==> src/rtl/svreal_alu_sched_if.sv <==
// svreal_alu_sched_if
//   Bundles the request and response handshakes of the shared fixed-point
//   arithmetic scheduler.
//   master modport: requester/consumer side (drives requests, rsp_ready)
//   slave modport : scheduler side (drives req_ready and the response)
//   req_valid/req_ready  per-requester handshake, one bit per requester
//   req_op/req_a/req_b   packed per-requester opcode and signed operands
//   rsp_valid/rsp_ready  response handshake
//   rsp_id/rsp_data/rsp_ovf  requester index, result code, saturation/illegal flag
interface svreal_alu_sched_if #(
    parameter int N_REQ = 4,
    parameter int WIDTH = 18
);
    localparam int ID_W = $clog2(N_REQ);

    logic [N_REQ-1:0]       req_valid;
    logic [N_REQ-1:0]       req_ready;
    logic [3*N_REQ-1:0]     req_op;
    logic [WIDTH*N_REQ-1:0] req_a;
    logic [WIDTH*N_REQ-1:0] req_b;
    logic                   rsp_valid;
    logic                   rsp_ready;
    logic [ID_W-1:0]        rsp_id;
    logic [WIDTH-1:0]       rsp_data;
    logic                   rsp_ovf;

    modport master (
        output req_valid, req_op, req_a, req_b, rsp_ready,
        input  req_ready, rsp_valid, rsp_id, rsp_data, rsp_ovf
    );

    modport slave (
        input  req_valid, req_op, req_a, req_b, rsp_ready,
        output req_ready, rsp_valid, rsp_id, rsp_data, rsp_ovf
    );
endinterface

==> src/rtl/svreal_alu_sched.sv <==
// svreal_alu_sched
//   Shares one fixed-point arithmetic unit (add/sub/mul/min/max/neg) among
//   N_REQ requesters. A round-robin arbiter picks one request in IDLE, the
//   op runs through PIPE register stages in EXEC, and the result is offered
//   on the response port in RESP until consumed. One op in flight at a time.
//   Ports:
//     clk   clock, all state on rising edge
//     rst   synchronous reset, active-high
//     bus   svreal_alu_sched_if slave modport (request/response handshakes)
//     busy  high whenever the FSM is not in IDLE
module svreal_alu_sched #(
    parameter int N_REQ    = 4,
    parameter int WIDTH    = 18,
    parameter int EXPONENT = -10,
    parameter int PIPE     = 2
) (
    input  logic              clk,
    input  logic              rst,
    svreal_alu_sched_if.slave bus,
    output logic              busy
);
    localparam int ID_W  = $clog2(N_REQ);
    localparam int CNT_W = $clog2(PIPE + 1);
    localparam int W2    = 2 * WIDTH;
    localparam int SHIFT = -EXPONENT;

    localparam logic [1:0] S_IDLE = 2'd0;
    localparam logic [1:0] S_EXEC = 2'd1;
    localparam logic [1:0] S_RESP = 2'd2;

    localparam logic [WIDTH-1:0] MAX_CODE = {1'b0, {(WIDTH-1){1'b1}}};
    localparam logic [WIDTH-1:0] MIN_CODE = {1'b1, {(WIDTH-1){1'b0}}};
    localparam logic signed [W2-1:0] MAX_W = {{(W2-WIDTH+1){1'b0}}, {(WIDTH-1){1'b1}}};
    localparam logic signed [W2-1:0] MIN_W = ~MAX_W;

    logic [1:0]       state;
    logic [ID_W-1:0]  rr_ptr;
    logic [ID_W-1:0]  id_q;
    logic [CNT_W-1:0] cnt;
    logic [WIDTH-1:0] pipe_data [PIPE];
    logic             pipe_ovf  [PIPE];

    logic             grant_found;
    logic [ID_W-1:0]  grant_idx;
    logic [ID_W-1:0]  cand;
    logic             accept;

    logic [2:0]        g_op;
    logic [WIDTH-1:0]  g_a;
    logic [WIDTH-1:0]  g_b;
    logic [WIDTH:0]    sum_ext;
    logic signed [W2-1:0] prod;
    logic signed [W2-1:0] prod_sh;
    logic signed [W2-1:0] wide;
    logic              b_lt_a;
    logic              illegal;
    logic [WIDTH-1:0]  alu_data;
    logic              alu_ovf;

    function automatic logic signed [W2-1:0] sext1(input logic [WIDTH:0] v);
        return {{(W2-WIDTH-1){v[WIDTH]}}, v};
    endfunction

    // Round-robin search starting at rr_ptr; first valid requester wins.
    always_comb begin
        grant_found = 1'b0;
        grant_idx   = '0;
        cand        = '0;
        for (int k = 0; k < N_REQ; k++) begin
            cand = ID_W'((int'(rr_ptr) + k) % N_REQ);
            if (!grant_found && bus.req_valid[cand]) begin
                grant_found = 1'b1;
                grant_idx   = cand;
            end
        end
    end

    // Grant is suppressed while rst is high so a requester never sees an
    // acceptance that the reset would immediately discard.
    assign accept = (state == S_IDLE) && grant_found && !rst;

    always_comb begin
        bus.req_ready = '0;
        if (accept) begin
            bus.req_ready[grant_idx] = 1'b1;
        end
    end

    // The first pipeline stage computes straight from the granted request's
    // operands, so the operand capture and stage 0 are the same register.
    always_comb begin
        g_op    = bus.req_op[3*grant_idx +: 3];
        g_a     = bus.req_a[WIDTH*grant_idx +: WIDTH];
        g_b     = bus.req_b[WIDTH*grant_idx +: WIDTH];
        sum_ext = '0;
        prod    = $signed({{WIDTH{g_a[WIDTH-1]}}, g_a}) * $signed({{WIDTH{g_b[WIDTH-1]}}, g_b});
        prod_sh = prod >>> SHIFT;
        b_lt_a  = $signed(g_b) < $signed(g_a);
        illegal = g_op[2] & g_op[1];
        wide    = '0;
        case (g_op)
            3'd0: begin
                sum_ext = {g_a[WIDTH-1], g_a} + {g_b[WIDTH-1], g_b};
                wide    = sext1(sum_ext);
            end
            3'd1: begin
                sum_ext = {g_a[WIDTH-1], g_a} - {g_b[WIDTH-1], g_b};
                wide    = sext1(sum_ext);
            end
            3'd2: wide = prod_sh;
            3'd3: wide = b_lt_a ? sext1({g_b[WIDTH-1], g_b}) : sext1({g_a[WIDTH-1], g_a});
            3'd4: wide = (!b_lt_a && (g_b != g_a)) ? sext1({g_b[WIDTH-1], g_b})
                                                   : sext1({g_a[WIDTH-1], g_a});
            3'd5: begin
                sum_ext = '0 - {g_a[WIDTH-1], g_a};
                wide    = sext1(sum_ext);
            end
            default: wide = '0;
        endcase

        if (illegal) begin
            alu_data = '0;
            alu_ovf  = 1'b1;
        end else if (wide > MAX_W) begin
            alu_data = MAX_CODE;
            alu_ovf  = 1'b1;
        end else if (wide < MIN_W) begin
            alu_data = MIN_CODE;
            alu_ovf  = 1'b1;
        end else begin
            alu_data = wide[WIDTH-1:0];
            alu_ovf  = 1'b0;
        end
    end

    // Results advance one stage per cycle; only stage 0 is gated by accept.
    always_ff @(posedge clk) begin
        if (rst) begin
            for (int i = 0; i < PIPE; i++) begin
                pipe_data[i] <= '0;
                pipe_ovf[i]  <= 1'b0;
            end
        end else begin
            if (accept) begin
                pipe_data[0] <= alu_data;
                pipe_ovf[0]  <= alu_ovf;
            end
            for (int i = 1; i < PIPE; i++) begin
                pipe_data[i] <= pipe_data[i-1];
                pipe_ovf[i]  <= pipe_ovf[i-1];
            end
        end
    end

    // Single-issue sequencer: IDLE -> EXEC (PIPE cycles) -> RESP -> IDLE.
    always_ff @(posedge clk) begin
        if (rst) begin
            state        <= S_IDLE;
            rr_ptr       <= '0;
            id_q         <= '0;
            cnt          <= '0;
            bus.rsp_id   <= '0;
            bus.rsp_data <= '0;
            bus.rsp_ovf  <= 1'b0;
        end else begin
            case (state)
                S_IDLE: begin
                    if (grant_found) begin
                        id_q   <= grant_idx;
                        rr_ptr <= (grant_idx == ID_W'(N_REQ - 1)) ? '0 : grant_idx + ID_W'(1);
                        cnt    <= CNT_W'(PIPE);
                        state  <= S_EXEC;
                    end
                end
                S_EXEC: begin
                    if (cnt == CNT_W'(1)) begin
                        bus.rsp_id   <= id_q;
                        bus.rsp_data <= pipe_data[PIPE-1];
                        bus.rsp_ovf  <= pipe_ovf[PIPE-1];
                        state        <= S_RESP;
                    end else begin
                        cnt <= cnt - CNT_W'(1);
                    end
                end
                S_RESP: begin
                    if (bus.rsp_ready) begin
                        state <= S_IDLE;
                    end
                end
                default: state <= S_IDLE;
            endcase
        end
    end

    assign bus.rsp_valid = (state == S_RESP);
    assign busy          = (state != S_IDLE);

endmodule

==> src/flat_wrapper.sv <==
// flat-port wrapper written by rule: the top's interface ports become plain ports
module svreal_alu_sched_flat 
#(
    parameter int N_REQ    = 4,
    parameter int WIDTH    = 18,
    parameter int EXPONENT = -10,
    parameter int PIPE     = 2
)
  (clk, rst, busy, bus_req_valid, bus_req_op, bus_req_a, bus_req_b, bus_rsp_ready, bus_req_ready, bus_rsp_valid, bus_rsp_id, bus_rsp_data, bus_rsp_ovf);
  svreal_alu_sched_if #(.N_REQ(N_REQ), .WIDTH(WIDTH)) bus_i ();
  input  logic clk;
  input  logic rst;
  output logic busy;
  input wire logic [$bits(bus_i.req_valid)-1:0] bus_req_valid;
  input wire logic [$bits(bus_i.req_op)-1:0] bus_req_op;
  input wire logic [$bits(bus_i.req_a)-1:0] bus_req_a;
  input wire logic [$bits(bus_i.req_b)-1:0] bus_req_b;
  input wire logic [$bits(bus_i.rsp_ready)-1:0] bus_rsp_ready;
  output wire logic [$bits(bus_i.req_ready)-1:0] bus_req_ready;
  output wire logic [$bits(bus_i.rsp_valid)-1:0] bus_rsp_valid;
  output wire logic [$bits(bus_i.rsp_id)-1:0] bus_rsp_id;
  output wire logic [$bits(bus_i.rsp_data)-1:0] bus_rsp_data;
  output wire logic [$bits(bus_i.rsp_ovf)-1:0] bus_rsp_ovf;
  assign bus_i.req_valid = bus_req_valid;
  assign bus_i.req_op = bus_req_op;
  assign bus_i.req_a = bus_req_a;
  assign bus_i.req_b = bus_req_b;
  assign bus_i.rsp_ready = bus_rsp_ready;
  assign bus_req_ready = bus_i.req_ready;
  assign bus_rsp_valid = bus_i.rsp_valid;
  assign bus_rsp_id = bus_i.rsp_id;
  assign bus_rsp_data = bus_i.rsp_data;
  assign bus_rsp_ovf = bus_i.rsp_ovf;
  svreal_alu_sched #(.N_REQ(N_REQ), .WIDTH(WIDTH), .EXPONENT(EXPONENT), .PIPE(PIPE)) u_core (.clk(clk), .rst(rst), .bus(bus_i), .busy(busy));
endmodule
==> config.mk <==
export PLATFORM = sky130hd
export DESIGN_NAME = svreal_alu_sched_flat
export DESIGN_NICKNAME = d
export VERILOG_FILES = /design/src/rtl/svreal_alu_sched_if.sv /design/src/rtl/svreal_alu_sched.sv /design/src/flat_wrapper.sv
export SDC_FILE = /design/constraint.sdc
export NUM_CORES = 1
export LEC_CHECK = 0
export CAP_MARGIN = 25
export CORE_MARGIN = 2
export CORE_UTILIZATION = 25
export DETAILED_ROUTE_END_ITERATION = 10
export PLACE_DENSITY = 0.4
export SLEW_MARGIN = 15
export SYNTH_ARGS = -nofsm -noshare
export SYNTH_HDL_FRONTEND = slang
export SYNTH_SLANG_ARGS = --single-unit
==> constraint.sdc <==
create_clock -name clk -period 12.8 [get_ports clk]
set_input_delay 1.28 -clock clk [delete_from_list [all_inputs] [get_ports clk]]
set_output_delay 1.28 -clock clk [all_outputs]
set_load 0.02 [all_outputs]
Yosys cells after proc, flatten, opt, wreduce, memory -nomap -nowiden
Memories as Yosys holds them, arrays and structs flattened. A register that Yosys moved wholly into a read port is not among the register bits.
Index checks and enable logic that the tools add are counted.
{ "totals": {"ff_bits": 10, "out_inout_bits": 27, "wordCells": 115, "ram_bits": 38, "memories": 2} }
{ "op_classes": {"mux": 46, "mul": 3, "magnitude_cmp": 9, "n_shift": 3, "n_addsub": 8, "n_reduce_logical": 20, "bitwise_logic": 5, "eq_ne": 14} }
{ "mem_list": {"columns": ["memory", "words", "width", "rd", "rd_clocked_by_memory_dff", "wr", "line", "rtl"], "rows": [
  ["u_core.pipe_data", 2, 18, 2, 1, 2, "svreal_alu_sched.sv:40", "logic [WIDTH-1:0] pipe_data [PIPE];"],
  ["u_core.pipe_ovf", 2, 1, 2, 1, 2, "svreal_alu_sched.sv:41", "logic pipe_ovf [PIPE];"]
]} }
{ "ops": {"columns": ["operator", "n"], "rows": [
  ["36-bit one-hot mux with 6 select lines", 1],
  ["72-bit by 8-bit variable part select with 18-bit output", 2],
  ["18-bit 2-to-1 mux", 5],
  ["36-bit 2-to-1 mux", 2],
  ["36-bit by 18-bit greater-than comparator with 1-bit output, second input constant", 1],
  ["36-bit by 18-bit < comparator with 1-bit output, second input constant", 1],
  ["18-bit by 18-bit multiplier with 36-bit output", 1],
  ["1-bit 2-to-1 mux", 20],
  ["2-bit 2-to-1 mux", 10],
  ["18-bit by 18-bit adder with 19-bit output", 1],
  ["1-bit by 18-bit subtractor with 19-bit output, first input constant", 1],
  ["18-bit by 18-bit subtractor with 19-bit output", 1],
  ["18-bit < comparator", 1],
  ["18-bit inequality test", 1],
  ["2-bit by 3-bit < comparator with 1-bit output, second input constant", 5],
  ["12-bit by 5-bit variable part select with 3-bit output", 1],
  ["1-bit binary-select mux with 2-bit select", 4],
  ["1-bit logical AND", 7],
  ["3-bit by 2-bit equality test with 1-bit output, second input constant", 2],
  ["3-bit equality test, second input constant", 2],
  ["4-bit by 2-bit multiplier with 6-bit output, first input constant", 1],
  ["2-bit one-hot mux with 3 select lines", 1],
  ["3-bit AND reduction", 2],
  ["1-bit zero test", 5],
  ["19 further kinds", 30]
]} }

Depth between registers and ports, before layout
Gate-level depths: netlist (run 1).
{ "depth": {"depth_word": 24, "depth_mapped": 39} }

Least setup slack after synthesis (run 1)
No wires, ideal clock.
{ "synth_path": {"kind": "input to register", "start": "input bus_req_valid[2]", "end": "memory u_core.pipe_ovf[0], data pin", "arrival_ns": 9.752, "n_path_buf": 5, "cell_stages": 33, "slack_ns": 2.785, "path_cell_list": "nor2b_1 -> o2bb2ai_2 -> nor2_4 -> buf_1 -> buf_2 -> buf_1 -> nand2_1 -> nand2_1 -> clkbuf_1 -> nor2_1 -> fa_1 -> inv_1 -> fa_1 -> inv_1 -> ha_1 -> inv_1 -> fa_1 -> fa_1 -> fa_1 -> inv_1 -> ha_1 -> a21oi_1 -> o21ai_0 -> a31oi_1 -> o21bai_1 -> a221oi_1 -> nand2_1 -> a211oi_1 -> nor3_1 -> or3_1 -> o41a_1 -> buf_2 -> o41a_1"} }
{ "synth_lines": {"columns": ["item", "line", "rtl"], "rows": [
  ["from (decl)", "flat_wrapper.sv:14", "input wire logic [$bits(bus_i.req_valid)-1:0] bus_req_valid;"],
  ["to (decl)", "svreal_alu_sched.sv:41", null]
]} }

==> results.md, run 1 <==
* Status: finished clean
* Critical path endpoint: u_core.pipe_data[0][15]$_SDFFCE_PP0P_
* Worst slew pin tran at between 1000 and 1500 ps
* Detailed Routing Iterations Pass 1 at 5
* CP Data Required Time at 12820 ps
* Headroom to the max-slew limit at 31.0%
* Starting Density at 25.2%
* Setup violators final at 0
* CP max stage delay at 940 ps
* Max Clock Freq at 85.0 MHz
* Hold Slack at 455 ps
* Drt via density at 4.95
* First-pass GRT wire length at 120 mm
* Area leader, netlist: fa_1
* DR WL/cell at approximately 23 um
* H-tree lvl count at 3
* Nets at 3099
* Filler Cell Count at 8123
* IO Count at 190
* Die span in x at 280 um
* FF-to-FF setup slack at 2100 ps
* Post-DRT Antenna Nets at 0
* Min cycle time layout at 11770 ps
* Yosys cell types at 89
* Clock latency at the later pin of the worst-skew pair at ~330 ps
* Clk sinks at 67
* Clock Tree Root: clkbuf_16
* Final Hold Viols at 0
* Ant diodes at 0
* Clock Skew at 5.16 ps
* Worst-path clk slew at 50 ps
* Most Used Layer, Global Route: met2
* Crit. Startpoint: bus_req_valid[1]
* Crit-path most repeated cell: fa_1
* Vias at 17100
* R2R Path End: u_core.pipe_data[0][15]$_SDFFCE_PP0P_
* Row count at between 100 and 150
* Total Wirelength at 81.0 mm
* Max-Cap Viols at 0
* Worst EP arrival at approximately 12000 ps
* Worst Setup Start Kind: input port
* CTS resizes at 0
* Met1 Use GR at between 20% and 30%
* Final period util at 91.9%
* Hold buffer count at CTS at 0
* Longest Clk Path Bufs at 2
* Antenna violations before repair at 0
* Setup_tns at 0 ps
* CTS tree: done
* Pre-CTS setup slack at between 700 and 800 ps
* RSZ-0062 raised after global routing: false
* Mapped cell area at 19100 um2
* Largest net degree at the start of global routing at 51
* Critical Path Fanout Max at 26
* R2R depth at 27
* Synth top area share at approximately 35%
* Post-synthesis sequential area ratio at 9.02%
* Final Slew Violations at 0
* Final worst slack at 1030 ps
* Commonest non-fill, non-tap cell in the layout: inv_1
* Total CTS buffers at 9
* Core footprint at 75800 um2
* Residual DRC at 0
* Grt met3 use at under 10%
* Asr flop ratio synth at 0%
* Total track usage at 20.5%
* Final HPWL from detailed placement at 67.6 mm
* DRT iter0 DRCs at ~1200
* Layout cells sized above 1 at about 5.6%
* Met2 Use GR at roughly 36%
* Most frequent cells in the layout: inv_1 (437), fa_1 (330), nand2_1 (260), nor2_1 (243), clkdlybuf4s50_1 (188)
* Number of synthesized flops with an enable pin at 38
* DIE HEIGHT at 280 um
* Reg2reg start: u_core.rr_ptr[1]$_SDFFE_PP0P_
* Avg Synthesized Cell Area at 8.31 um2
* HP Class: reg2reg
* Die ar. at ~80000 um2
* Cell count after synthesis at ~2300
* Worst setup EP type: register
* Register bit total from synthesis at 67
* Ys flop type: edfxtp_1
* Area contributors post-synth: fa_1 (35%), inv_1 (8.6%), ha_1 (8.6%)
* Synth-to-Final Area Change at 18.5%
* Setup Buffers After CTS at 0
* Total gr overflow at 0
* Placer congestion estimate at 0.910
* Number of port buffers at 189
* Synth warn at 0
* Worst path slowest cell: o31ai_4
* Crit path kind: in2reg
* Vias in the first global route at 18100
## routing by layer
layer	vias to the layer above	wire length [um]	share of wire, %
met2	509	40000	49
met3	75	3770	4.7
met5	-	0	0
met1	8776	35200	44
met4	0	1950	2.4
li1	7760	-	-
## worst min-delay path by stage
| stage | from | end | slack [ps] | cells past startpoint |
|---|---|---|---|---|
| floorplan | u_core.id_q[0]$_SDFFE_PP0P_ | u_core.bus.rsp_id[0]$_SDFFE_PP0P_ | 430 | 2 |
| global placement | u_core.bus.rsp_data[4]$_SDFFE_PP0P_ | u_core.bus.rsp_data[4]$_SDFFE_PP0P_ | 440 | 2 |
| detailed placement | u_core.bus.rsp_data[15]$_SDFFE_PP0P_ | u_core.bus.rsp_data[15]$_SDFFE_PP0P_ | 450 | 2 |
| CTS | u_core.bus.rsp_data[15]$_SDFFE_PP0P_ | u_core.bus.rsp_data[15]$_SDFFE_PP0P_ | 460 | 2 |
| global route | u_core.bus.rsp_data[10]$_SDFFE_PP0P_ | u_core.bus.rsp_data[10]$_SDFFE_PP0P_ | 470 | 2 |
| finish | u_core.bus.rsp_data[14]$_SDFFE_PP0P_ | u_core.bus.rsp_data[14]$_SDFFE_PP0P_ | 460 | 2 |
## worst max-delay path, delay by kind of cell
| kind | cells | cell delay [ps] |
|---|---|---|
| mux | 2 | 760 |
| compound gates | 11 | 3600 |
| buf+inv | 7 | 2120 |
| simple gates | 3 | 530 |
| fa+ha+maj | 7 | 3380 |
## synth_stat cells, types with 7 or more instances
cell type,n
inv_1,437
fa_1,330
nand2_1,260
nor2_1,243
ha_1,131
a21oi_1,100
clkbuf_1,82
mux2i_1,69
o21ai_0,67
nand3_1,61
edfxtp_1,38
dfxtp_1,29
nor2b_1,27
nor3_1,26
xnor2_1,25
a211oi_1,19
a21o_1,18
and2_1,17
o22ai_1,16
o31ai_1,15
a31oi_1,13
nand4_1,13
o21bai_1,13
a221oi_1,12
mux2_2,12
buf_1,10
nand2b_1,10
o21a_1,10
o221ai_1,10
o31ai_2,10
xor2_1,9
and3_1,8
clkinv_1,8
or2_2,8
a2111oi_0,7
a221o_1,7
buf_2,7
nor4_1,7
## through the flow
step / utilization, % / area (um2) / std cells
global route: 29.8 / 22600 / 3458
floorplan: - / 19200 / 2316
finish: 29.8 / 22600 / 3458
detailed placement: 29.5 / 22300 / 3441
global placement: 29.5 / 22300 / 3441
CTS: 29.8 / 22600 / 3457
## layout make-up
cell class	instances	area, um2	share of cell area [%]
multi-input combinational	1695	15300	67.8
timing repair buffer	254	2370	10.5
sequential	67	1720	7.61
inverter	448	1680	7.43
tap	978	1220	5.41
clock buffer	11	233	1.03
clock inverter	5	53.8	0.238
## cell families after synthesis
| family | synth area share (%) |
|---|---|
| fa+ha+maj | 43.2 |
| compound gates | 14.1 |
| buf+inv | 11.2 |
| flops | 9.02 |
| other cells | 0.0196 |
| xor+xnor | 1.68 |
| mux | 4.40 |
| simple gates | 16.4 |
## flip-flops by register name (all words and copies together) (netlist names)
signal               flops
u_core.bus.rsp_data     18
u_core.bus.rsp_id        2
u_core.bus.rsp_ovf       1
u_core.cnt               2
u_core.id_q              2
u_core.pipe_data        36
u_core.pipe_ovf          2
u_core.rr_ptr            2
u_core.state             2
Power of run 1 is left out: the tool's default activity adds up to more than one toggle a clock period on the data nets, which glitch-free logic cannot reach.
==> inputs of run 2 (changes only) <==
--- a/config.mk
+++ b/config.mk
@@ -8,6 +8,7 @@
 export CAP_MARGIN = 25
 export CORE_MARGIN = 2
 export CORE_UTILIZATION = 25
+export CTS_BUF_LIST = sky130_fd_sc_hd__clkbuf_16
 export DETAILED_ROUTE_END_ITERATION = 10
 export PLACE_DENSITY = 0.4
 export SLEW_MARGIN = 15
==> results.md, run 2 (same netlist as run 1, synthesis figures left out) <==
* Post-DRT Antenna Nets at 0 (unchanged)
* First-pass GRT wire length at 120 mm (unchanged)
* R2R Path End: u_core.pipe_data[0][15]$_SDFFCE_PP0P_
* Largest net degree at the start of global routing at 51 (unchanged)
* Clk sinks at 67 (unchanged)
* Die span in x at 280 um (unchanged)
* Max reg flops at 36 (unchanged)
* Vias at 17100 (-0.058%)
* RSZ-0062 raised after global routing: false
* Setup Buffers After CTS at 0 (unchanged)
* Largest registers: u_core.pipe_data (36), u_core.bus.rsp_data (18)
* Synth-to-Final Area Change at 18.5% (unchanged)
* Row count at 101 (unchanged)
* Reg2reg start: u_core.rr_ptr[1]$_SDFFE_PP0P_
* DR WL/cell at 23.4 um (about the same)
* Worst slew pin tran at 1040 ps (unchanged)
* Max-Cap Viols at 0 (unchanged)
* Worst setup EP type: register
* Final period util at 92.0% (about the same)
* Hold Crit Endpoint: u_core.bus.rsp_data[14]$_SDFFE_PP0P_
* IO Count at 190 (unchanged)
* Setup violators final at 0 (unchanged)
* CTS tree: done
* Headroom to the max-slew limit at 31.0% (unchanged)
* Setup_tns at 0 ps (unchanged)
* Critical Path Fanout Max at 26 (unchanged)
* Commonest non-fill, non-tap cell in the layout: inv_1
* Vias in the first global route at 18100 (unchanged)
* Die ar. at 78600 um2 (unchanged)
* Drt via density at 4.95 (about the same)
* Final HPWL from detailed placement at 67.6 mm (unchanged)
* Final Hold Viols at 0 (unchanged)
* Worst-path clk slew at 50 ps (about the same)
* FF-to-FF setup slack at 2100 ps (about the same)
* Final worst slack at 1030 ps (-3.18 ps)
* Nets at 3099 (unchanged)
* Number of port buffers at 189 (unchanged)
* Crit path kind: in2reg
* Total track usage at 20.5% (unchanged)
* Total gr overflow at 0 (unchanged)
* Worst EP arrival at 11790 ps (about the same)
* Total CTS buffers at 9 (unchanged)
* DRT iter0 DRCs at 1183 (+0.085%)
* Clock Skew at 4.94 ps (-0.219 ps)
* Starting Density at 25.2% (unchanged)
* Pre-CTS setup slack at 786 ps (unchanged)
* Final core area utilization at 29.8% (unchanged)
* Core footprint at 75800 um2 (unchanged)
* Antenna violations before repair at 0 (unchanged)
* DIE HEIGHT at 280 um (unchanged)
* Clock latency at the later pin of the worst-skew pair at 330 ps (about the same)
* CP Data Required Time at 12820 ps (about the same)
* Longest Clk Path Bufs at 2 (unchanged)
* Residual DRC at 0 (unchanged)
* Hold buffer count at CTS at 0 (unchanged)
* Most frequent cells in the layout: inv_1 (439), fa_1 (330), nand2_1 (260), nor2_1 (243), clkdlybuf4s50_1 (188)
* H-tree lvl count at 3 (unchanged)
* Worst path slowest cell: o31ai_4
* Detailed Routing Iterations Pass 1 at 5 (unchanged)
* HP Start: u_core.bus.rsp_data[14]$_SDFFE_PP0P_
* CTS resizes at 0 (unchanged)
* Ant diodes at 0 (unchanged)
* Hold path depth at 2 (unchanged)
* Final Slew Violations at 0 (unchanged)
* Worst Setup Start Kind: input port
* Status: finished clean
* Filler Cell Count at 8123 (unchanged)
* Max Clock Freq at 84.9 MHz (about the same)
* Crit-path most repeated cell: fa_1
* Clock Tree Root: clkbuf_16
* Placer congestion estimate at 0.910 (unchanged)
* Top reg by flops: u_core.pipe_data
* Layout cells sized above 1 at 5.56% (unchanged)
* CP max stage delay at 940 ps (about the same)
* Min cycle time layout at 11770 ps (+3.18 ps)
* R2R depth at 27 (unchanged)
* Total Wirelength at 80.9 mm (about the same)
* HP Class: reg2reg
run 2: changes by cell type in the layout (fill, tap and decap cells not counted):
| cell | previous run | this run |
|---|---|---|
| clkbuf_1 | 2 | 0 |
| inv_1 | 437 | 439 |
run 2: worst max path at each step:
stage | from | to | slack, ps | cells after the start
6_report | bus_req_valid[1] | u_core.pipe_data[0][15]$_SDFFCE_PP0P_ | 1030 | 30
5_1_grt | bus_req_valid[1] | u_core.pipe_data[0][1]$_SDFFCE_PP0P_ | 460 | 30
4_1_cts | bus_req_valid[1] | u_core.pipe_data[0][14]$_SDFFCE_PP0P_ | 1120 | 30
3_5_place_dp | bus_req_valid[1] | u_core.pipe_data[0][14]$_SDFFCE_PP0P_ | 790 | 30
3_3_place_gp | bus_req_valid[1] | u_core.pipe_data[0][13]$_SDFFCE_PP0P_ | 830 | 28
2_1_floorplan | bus_req_valid[2] | u_core.pipe_ovf[0]$_SDFFCE_PP0P_ | 2780 | 33
run 2: routing by layer:
metal  vias up  part of all wire [%]  track usage [%]  routed length [um]
met1      8773                    44             27.4               35300
met2       502                    49             35.5               40000
met3        75                   4.6             2.03                3730
li1       7760                     -                -                   -
met4         0                   2.4             4.83                1950
met5         -                     0                0                   0
run 2: per-stage QoR:
stage	area, um2	instances	hold WS, ps
6_report	22600	3458	455
5_1_grt	22600	3458	471
4_1_cts	22600	3457	460
3_5_place_dp	22300	3441	452
3_3_place_gp	22300	3441	443
2_1_floorplan	19200	2316	432
run 2: worst max-delay path, delay by kind of cell:
kind            cells  cell delay (ps)
fa+ha+maj           7             3380
simple gates        3              530
mux                 2              760
buf+inv             7             2130
compound gates     11             3600
run 2: cell type report:
type / instances / area (um2) / area share [%]
tap: 978 / 1220 / 5.41
sequential: 67 / 1720 / 7.61
timing repair buffer: 254 / 2370 / 10.5
clock inverter: 7 / 61.3 / 0.271
inverter: 448 / 1680 / 7.43
multi-input combinational: 1695 / 15300 / 67.8
clock buffer: 9 / 225 / 0.995
Power of run 2 is left out for the same reason.
==> inputs of run 3 (changes only) <==
--- a/config.mk
+++ b/config.mk
@@ -9,6 +9,7 @@
 export CORE_MARGIN = 2
 export CORE_UTILIZATION = 25
 export CTS_BUF_LIST = sky130_fd_sc_hd__clkbuf_16
+export CTS_CLUSTER_SIZE = 14
 export DETAILED_ROUTE_END_ITERATION = 10
 export PLACE_DENSITY = 0.4
 export SLEW_MARGIN = 15
==> results of run 3 <==
Final layout, timing and power as in run 2 (identical DEF).
Power of run 3 is left out for the same reason.
